[src/rtl/load_store_unit.sv]
// load_store_unit: owns every data-memory access for the core.
// Takes a byte/half/word load or store and produces the word address, write
// byte mask and lane-aligned write data. A load result is assembled and then
// sign- or zero-extended. An access that crosses a word boundary is split into
// two word accesses back to back. The core stalls while reqReady is low.
module load_store_unit #(
  parameter bit ALLOW_MISALIGNED = 1'b1,
  parameter int MEM_WORDS        = 256
) (
  input  logic        clk,
  input  logic        reset,
  input  logic        reqValid,
  output logic        reqReady,
  input  logic        reqWe,
  input  logic [2:0]  reqFunct3,
  input  logic [31:0] reqAddr,
  input  logic [31:0] reqWdata,
  output logic [31:0] memAddr,
  output logic [3:0]  memWMask,
  output logic [31:0] memWd,
  input  logic [31:0] memRd,
  output logic        respValid,
  output logic        respErr,
  output logic [31:0] rdata
);

  typedef enum logic [1:0] {IDLE, ACC1, ACC2, RESP} state_t;

  localparam logic [31:0] MW = 32'(MEM_WORDS);

  state_t      state_q, state_d;
  logic        we_q, err_q;
  logic [2:0]  f3_q;
  logic [31:0] addr_q, wdata_q, w0_q, rdata_q;

  // ---------------------------------------------------------------------------
  // Request decode on the incoming request. This is only used at accept time.
  // ---------------------------------------------------------------------------
  logic [2:0]  req_n;
  logic [3:0]  req_end;
  logic [29:0] req_idx0, req_idx1;
  logic        req_legal, req_split, req_oor, req_err;

  // Size, boundary crossing, range and legality checks for a new request.
  always_comb begin
    case (reqFunct3[1:0])
      2'b00:   req_n = 3'd1;
      2'b01:   req_n = 3'd2;
      default: req_n = 3'd4;
    endcase
    req_end   = {2'b00, reqAddr[1:0]} + {1'b0, req_n};
    req_split = (req_end > 4'd4);
    req_idx0  = reqAddr[31:2];
    // The second word index wraps with the 32-bit address.
    req_idx1  = reqAddr[31:2] + 30'd1;
    req_legal = ((reqFunct3 == 3'b000) || (reqFunct3 == 3'b001) || (reqFunct3 == 3'b010) ||
                 (reqFunct3 == 3'b100) || (reqFunct3 == 3'b101)) && !(reqWe && reqFunct3[2]);
    req_oor   = ({2'b00, req_idx0} >= MW) || (req_split && ({2'b00, req_idx1} >= MW));
    req_err   = !req_legal || (req_split && !ALLOW_MISALIGNED) || req_oor;
  end

  // ---------------------------------------------------------------------------
  // Decode of the latched request.
  // ---------------------------------------------------------------------------
  logic [2:0] n_q;
  logic [1:0] o_q;
  logic       split_q;

  // Size, offset and split flag of the request currently in flight.
  always_comb begin
    case (f3_q[1:0])
      2'b00:   n_q = 3'd1;
      2'b01:   n_q = 3'd2;
      default: n_q = 3'd4;
    endcase
    o_q     = addr_q[1:0];
    split_q = (({2'b00, o_q} + {1'b0, n_q}) > 4'd4);
  end

  // ---------------------------------------------------------------------------
  // Memory-side lane steering for the current access cycle.
  // ---------------------------------------------------------------------------
  logic [3:0][7:0] wbytes, wd_c;
  logic [3:0]      mask_c;
  logic            in_acc, acc2;
  logic [3:0]      pos, bi;

  // Map each memory lane back to its request byte. ACC2 covers byte positions 4..7.
  always_comb begin
    wbytes  = wdata_q;
    wd_c    = '0;
    mask_c  = '0;
    memAddr = '0;
    pos     = '0;
    bi      = '0;
    in_acc  = (state_q == ACC1) || (state_q == ACC2);
    acc2    = (state_q == ACC2);
    if (state_q == ACC1) memAddr = {addr_q[31:2], 2'b00};
    if (acc2)            memAddr = {addr_q[31:2], 2'b00} + 32'd4;
    for (int l = 0; l < 4; l++) begin
      pos = 4'(l) + (acc2 ? 4'd4 : 4'd0);
      bi  = pos - {2'b00, o_q};
      if (in_acc && we_q && (pos >= {2'b00, o_q}) && (bi < {1'b0, n_q})) begin
        mask_c[l] = 1'b1;
        wd_c[l]   = wbytes[bi[1:0]];
      end
    end
  end

  // ---------------------------------------------------------------------------
  // Load assembly. In ACC1 the first word is still on memRd; in ACC2 it was
  // captured into w0_q and memRd holds the second word.
  // ---------------------------------------------------------------------------
  logic [3:0][7:0] src0, src1, gath;
  logic [31:0]     gw, ld_res;
  logic [3:0]      p;

  // Gather request bytes 0..n-1 from their lanes, then extend by funct3.
  always_comb begin
    src0 = (state_q == ACC1) ? memRd : w0_q;
    src1 = memRd;
    gath = '0;
    p    = '0;
    for (int i = 0; i < 4; i++) begin
      p = {2'b00, o_q} + 4'(i);
      if (4'(i) < {1'b0, n_q})
        gath[i] = (p < 4'd4) ? src0[p[1:0]] : src1[p[1:0]];
    end
    gw = gath;
    case (f3_q)
      3'b000:  ld_res = {{24{gw[7]}}, gw[7:0]};
      3'b001:  ld_res = {{16{gw[15]}}, gw[15:0]};
      3'b100:  ld_res = {24'd0, gw[7:0]};
      3'b101:  ld_res = {16'd0, gw[15:0]};
      default: ld_res = gw;
    endcase
  end

  // Next-state logic for IDLE -> ACC1 -> [ACC2] -> RESP -> IDLE.
  always_comb begin
    state_d = state_q;
    case (state_q)
      IDLE:    if (reqValid) state_d = req_err ? RESP : ACC1;
      ACC1:    state_d = split_q ? ACC2 : RESP;
      ACC2:    state_d = RESP;
      RESP:    state_d = IDLE;
      default: state_d = IDLE;
    endcase
  end

  // State register, request latch, first-word capture and result register.
  always_ff @(posedge clk) begin
    if (reset) begin
      state_q <= IDLE;
      we_q    <= 1'b0;
      f3_q    <= '0;
      addr_q  <= '0;
      wdata_q <= '0;
      err_q   <= 1'b0;
      w0_q    <= '0;
      rdata_q <= '0;
    end else begin
      state_q <= state_d;
      case (state_q)
        IDLE: if (reqValid) begin
          we_q    <= reqWe;
          f3_q    <= reqFunct3;
          addr_q  <= reqAddr;
          wdata_q <= reqWdata;
          err_q   <= req_err;
          rdata_q <= '0;
        end
        ACC1: begin
          w0_q <= memRd;
          if (!split_q) rdata_q <= we_q ? 32'd0 : ld_res;
        end
        ACC2: rdata_q <= we_q ? 32'd0 : ld_res;
        RESP: rdata_q <= '0;
        default: ;
      endcase
    end
  end

  // The mask is gated by reset so that a store caught mid-flight never writes.
  assign memWMask  = reset ? 4'd0 : mask_c;
  assign memWd     = wd_c;
  assign reqReady  = (state_q == IDLE) && !reset;
  assign respValid = (state_q == RESP) && !reset;
  assign respErr   = respValid && err_q;
  assign rdata     = rdata_q;

endmodule

[config.mk]
export PLATFORM = sky130hd
export DESIGN_NAME = load_store_unit
export DESIGN_NICKNAME = d
export VERILOG_FILES = /design/src/rtl/load_store_unit.sv
export SDC_FILE = /design/constraint.sdc
export NUM_CORES = 1
export LEC_CHECK = 0
export ABC_AREA = 1
export CORE_MARGIN = 1
export CORE_UTILIZATION = 35
export DETAILED_ROUTE_END_ITERATION = 8
export MAX_ROUTING_LAYER = met4
export PLACE_DENSITY_LB_ADDON = 0.12
export SYNTH_ARGS = -nofsm -noshare
export SYNTH_HDL_FRONTEND = slang
export SYNTH_SLANG_ARGS = --single-unit
[constraint.sdc]
create_clock -name clk -period 4.8 [get_ports clk]
set_input_delay 0.48 -clock clk [delete_from_list [all_inputs] [get_ports clk]]
set_output_delay 0.48 -clock clk [all_outputs]
set_load 0.01 [all_outputs]
======== Word-level counts from Yosys, hierarchy flattened ========
Index checks and enable logic that the tools add are counted.
word-level totals
  bits in registers ....................... 135
  bits in latches ......................... 0
  bits in writable memories ............... 0
  ROM bits ................................ 0
  bits of input ports ..................... 103
  output and inout port bits .............. 103
  word-level logic and storage cells ...... 152
  memories ................................ 0
operators by class
  add/subtract/negate cells ............... 14
  multipliers ............................. 0
  div/mod/pow operators ................... 0
  magnitude comparators ................... 28
  equal/unequal tests ..................... 14
  shifts and indexed selects .............. 0
  multiplexer cells ....................... 56
  bitwise logic cells ..................... 0
  reduce and logical (&&, ||, !) cells .... 32
operators with widths
  operator                                                    count
  case mux 32 bit (4 select lines)                            2
  binary-select mux 8 bit (select 2 bit)                      12
  two-way mux 32 bit                                          6
  two-way mux 8 bit                                           24
  >= comparator 30 x 9 -> 1 bit, second input constant        2
  adder 32 x 3 -> 32 bit, second input constant               1
  adder 30 x 1 -> 30 bit, second input constant               1
  less-than comparator 2 x 3 -> 1 bit, second input constant  9
  >= comparator 4 x 2 -> 1 bit                                4
  less-than comparator 4 x 3 -> 1 bit                         4
  subtractor 4 x 2 -> 4 bit                                   4
  logical AND 1 bit                                           15
  equality test 3 bit, second input constant                  4
  case mux 3 bit (2 select lines)                             2
  less-than comparator 3 bit, second input constant           3
  adder 2 x 3 -> 4 bit                                        2
  > comparator 4 x 3 -> 1 bit, second input constant          2
  case mux 2 bit (4 select lines)                             1
  logical OR 1 bit                                            7
  adder 2 x 2 -> 3 bit, second input constant                 2
  equality test 2 x 1 -> 1 bit, second input constant         3
  equality test 3 x 1 -> 1 bit, second input constant         2
  logical NOT 2 bit                                           3
  logical NOT 3 bit                                           2
  other kinds (15)                                            27

======== Longest topological paths before layout ========
  depth in word-level cells ............... 11
  depth in mapped cells ................... 17
  depth with buffers taken out ............ 17

======== Worst setup path after synthesis ========
No wires, ideal clock.
  kind .................................... reg-to-output
  start point ............................. register addr_q[1]
  end point ............................... output port memWd[16]
  arrival time ............................ 3.675 ns
  required time ........................... 4.320 ns
  setup slack ............................. 0.645 ns
  cell stages (with the launch flop) ...... 16
  buffers on the path ..................... 6
  path through ............................ dfxtp_1 clkinv_1 clkbuf_1 buf_1 ha_1 clkbuf_1 inv_1 clkbuf_1 buf_2 buf_1 ha_1 inv_1 nor2_1 o21ai_0 nand3_1 a211oi_1
between the ends
  longest elaborated chain between the ends .. 4
  elaborated cells between the ends (all ways) .. 8
  classes of those cells .................. add/sub (1); order compare (2); mux (3); reduce/logical (2)
RTL lines
  what                                                                              RTL line  source
  start, declared                                                                   34        logic [31:0] addr_q, wdata_q, w0_q, rdata_q;
  start signal, assigned                                                            168       addr_q <= reqAddr;
  subtractor 4 x 2 -> 4 bit / >= comparator 4 x 2 -> 1 bit (equally long branches)  102, 103
  less-than comparator 4 x 3 -> 1 bit, or another cell as far along                 103       if (in_acc && we_q && (pos >= {2'b00, o_q}) && (bi < {1'b0, n_q})) begin
  logical AND 1 bit / two-way mux 8 bit (equally long branches)                     103, 105
  two-way mux 8 bit (*)                                                             103
  end, declared                                                                     20        output logic [31:0] memWd,
Every way passes the cells marked *; elsewhere a longest branch is shown, timed or not. The select of a mux whose other input is x is not followed.

======== Worst setup path after layout ========
  start point ............................. register f3_q[1]
  end point ............................... output port memWd[18]
between the ends
  longest elaborated chain between the ends .. 5
  elaborated cells between the ends (all ways) .. 6
  classes of those cells .................. order compare (1); eq/ne (1); mux (2); reduce/logical (2)
RTL lines
  what                                                                      RTL line  source
  start, declared                                                           33        logic [2:0] f3_q;
  start signal, assigned                                                    167       f3_q <= reqFunct3;
  equality test 2 x 1 -> 1 bit / logical NOT 2 bit (equally long branches)  71        case (f3_q[1:0])
  case mux 3 bit (2 select lines) (*)                                       71
  less-than comparator 4 x 3 -> 1 bit (*)                                   103
  logical AND 1 bit (*)                                                     103
  two-way mux 8 bit (*)                                                     103
Every way passes the cells marked *; elsewhere a longest branch is shown, timed or not.

==> results.ini <==
[synthesis]
synth-async-reset-ratio = 0
syn-cell-area_sq_um = 9520
synth_edf_count = 0
synth.area.top_cells = dfxtp_1, nand2_1, o21ai_0
ys_ff_latch = 135
netlist_instances = 1594
yosysWarnings = 0
synth_top_cell_area_share = 0.284
yosysMostFrequentCell = nand2_1
synth.avg_cell_area_sq_um = 5.97
ys_top_cells_by_count = nand2_1, nor2_1, o21ai_0, inv_1, dfxtp_1
ys_types = 42
ys.flop_type = dfxtp_1
yosysTopAreaCell = dfxtp_1
ys_seq_area_frac = 0.284

[layout]
syn2layout_area_growth_pct = 29.2
final_util = 0.467
drive_gt1_frac = 0.0398
fillers = 2779
diodes = 0
fin_nets = 1878

[place]
port_buffers = 203
dp.final_hpwl_microns = 25300
gp_congestion = 0.896
pre_cts_ws_ps = 690

[floorplanning]
fp.dieW_microns = 167
num_io_pins = 206
start_util = 0.361
die_h_microns = 167
die_area_sq_um = 27900
core-area_sq_um = 26400
rows = 59

[worst_setup_path]
cp_slowest_cell = clkdlybuf4s50_1
r2r_cells = 13
crit_chain = buf_4 -> nor2_1 -> clkinv_1 -> ha_1 -> inv_1 -> ha_1 -> o21ai_0 -> nand3_1 -> a211oi_1 -> clkdlybuf4s50_1
worstPathArrival_ps = 3950
path_class = register to primary output
path_max_fanout = 21
cp_common_cell = ha_1
critPathLaunchType = register
worstPathRequired_ps = 4320
cp-end-kind = primary output
max_stage_delay_ps = 600

[clock_network]
tritoncts = yes
clockBufferDepth = 2
clock_tree.root_cell = clkbuf_16
postCtsHoldBufs = 0
path_clk_slew_ps = 70
htreeDepth = 4
cts_buffers = 17
clock_latency_ps = 430
clock_sinks = 135

[route]
post_drt_wl_per_cell_microns = 16.4
viasPerCell = 5.17
ant_nets = 0
wirelength_microns = 34400
drt_iter0_markers = 693
firstDrtPassIters = 5
vias = 10800
drc_errors = 0

[sta]
setup_viol = 0
period_share = 0.923
slew_viol_final = 0
fmax_mhz = 226
finalHoldViolations = 0
rsz0062_at_grt = no
finClkSkew_ps = 12.7
tns_ps = 0
relSlewSlack = 0.285
finalWorstSetupSlack_ps = 370
worst_pin_slew_ps = 1070
finalCriticalPeriod_ps = 4430

[grt]
grt_overflow_total = 0
grt_max_degree = 80
grt_pass1_vias = 10100
antenna_found_initial = 0
grt_pass1_wl_microns = 55100
grt_usage = 0.257

[run_status]
status = finished, final reports clean

[power]
ir_worst_vdd_mv = 0.219
power.total_uw = 6470
p_leak_uw = 0.00491
p_per_area_nw_per_um2 = 526

[hold_path]
min-delay-path-class = register to register
whs_path_depth = 2

[run]
max_cap_viol_count = 0

cell type report:
class / instances / area [sq um] / area share
Sequential cell: 135 / 2710 / 0.220
Clock inverter: 13 / 120 / 0.00977
Tap cell: 335 / 419 / 0.0341
Inverter: 147 / 556 / 0.0452
Multi-Input combinational cell: 1225 / 5910 / 0.481
Timing Repair Buffer: 218 / 2140 / 0.174
Clock buffer: 19 / 443 / 0.0360
repair_timing:
action	4_1_cts	5_1_grt
setup buffers	0	3
hold endpoints to repair	0	0
resized for setup	0	2
setup endpoints to repair	0	6
placed cells by master, fill, tap and decap left out, types with 3 or more instances in the layout:
cell / instances
buf_4: 15
inv_6: 4
o21ai_0: 193
nor2_2: 3
inv_1: 141
a211oi_1: 16
clkbuf_16: 17
mux2i_1: 7
o211ai_1: 10
nor3_1: 34
xnor2_1: 5
clkinvlp_4: 4
and2_1: 4
a221o_1: 3
xor2_1: 4
clkinv_2: 3
fa_1: 3
nor4_1: 12
nor2_1: 209
a21oi_1: 133
nand2_1: 423
o21ai_1: 5
ha_1: 26
nand4_1: 18
clkinv_1: 3
a31oi_1: 8
nand3_1: 78
clkdlybuf4s50_1: 202
dfxtp_1: 134
nand2_2: 5
a32oi_1: 4
flip-flops by register name (all words and copies together), names as in the netlist:
name / count
we_q: 1
wbytes: 32
state_q: 2
addr_q: 32
err_q: 1
rdata: 32
w0_q: 32
f3_q: 3
path summary, 6_finish.rpt:
check | slack [ps] | end | startpoint
worst max-delay path | 370 | memWd[18] | f3_q[1]$_SDFFE_PP0P_
worst min-delay path | 460 | rdata[11]$_SDFFE_PP0P_ | rdata[11]$_SDFFE_PP0P_
worst max register to register | 720 | rdata[21]$_SDFFE_PP0P_ | f3_q[1]$_SDFFE_PP0P_
worst min register to register | 460 | rdata[11]$_SDFFE_PP0P_ | rdata[11]$_SDFFE_PP0P_
layer usage:
metal  wire length (microns)  up-vias  track usage
met1                   16400     4887        0.347
met5                       0        -            -
met3                    2440       45       0.0558
met2                   14800      357        0.379
met4                     760        0       0.0837
li1                        -     5533            -
report_power, final:
| part | switching [uW] | internal, uW | total, uW |
|---|---|---|---|
| clock | 557 | 732 | 1290 |
| combinational | 2280 | 1200 | 3480 |
| sequential | 250 | 1460 | 1710 |
critical path: cells and delay by family, from the launching register on:
kind	cells	cell delay [ps]
AND/OR/NAND/NOR	2	670
flip-flops	1	300
AO/OA/AOI/OAI	2	460
buffers and inverters	4	1350
adder cells (fa/ha/maj)	2	730
stage by stage:
| stage | cells | area, sq um | hold WS, ps |
|---|---|---|---|
| finish | 2092 | 12300 | 463 |
| global route | 2092 | 12300 | 479 |
| CTS | 2089 | 12300 | 465 |
| detailed placement | 2057 | 11700 | 455 |
| global placement | 2057 | 11700 | 454 |
| floorplan | 1595 | 9520 | 440 |
cell families (layout without fill, tap and decap cells):
| logic type | count (synthesis) | in the layout | share of synthesized area |
|---|---|---|---|
| simple gates | 800 | 800 | 0.350 |
| compound gates | 376 | 376 | 0.211 |
| other cells | 1 | 2 | 0.000394 |
| buf+inv | 235 | 397 | 0.0957 |
| fa+ha+maj | 31 | 31 | 0.0431 |
| xor+xnor | 9 | 9 | 0.00828 |
| mux | 7 | 7 | 0.00736 |
| flops | 135 | 135 | 0.284 |
No activity file was read; power rests on OpenSTA's default activity.
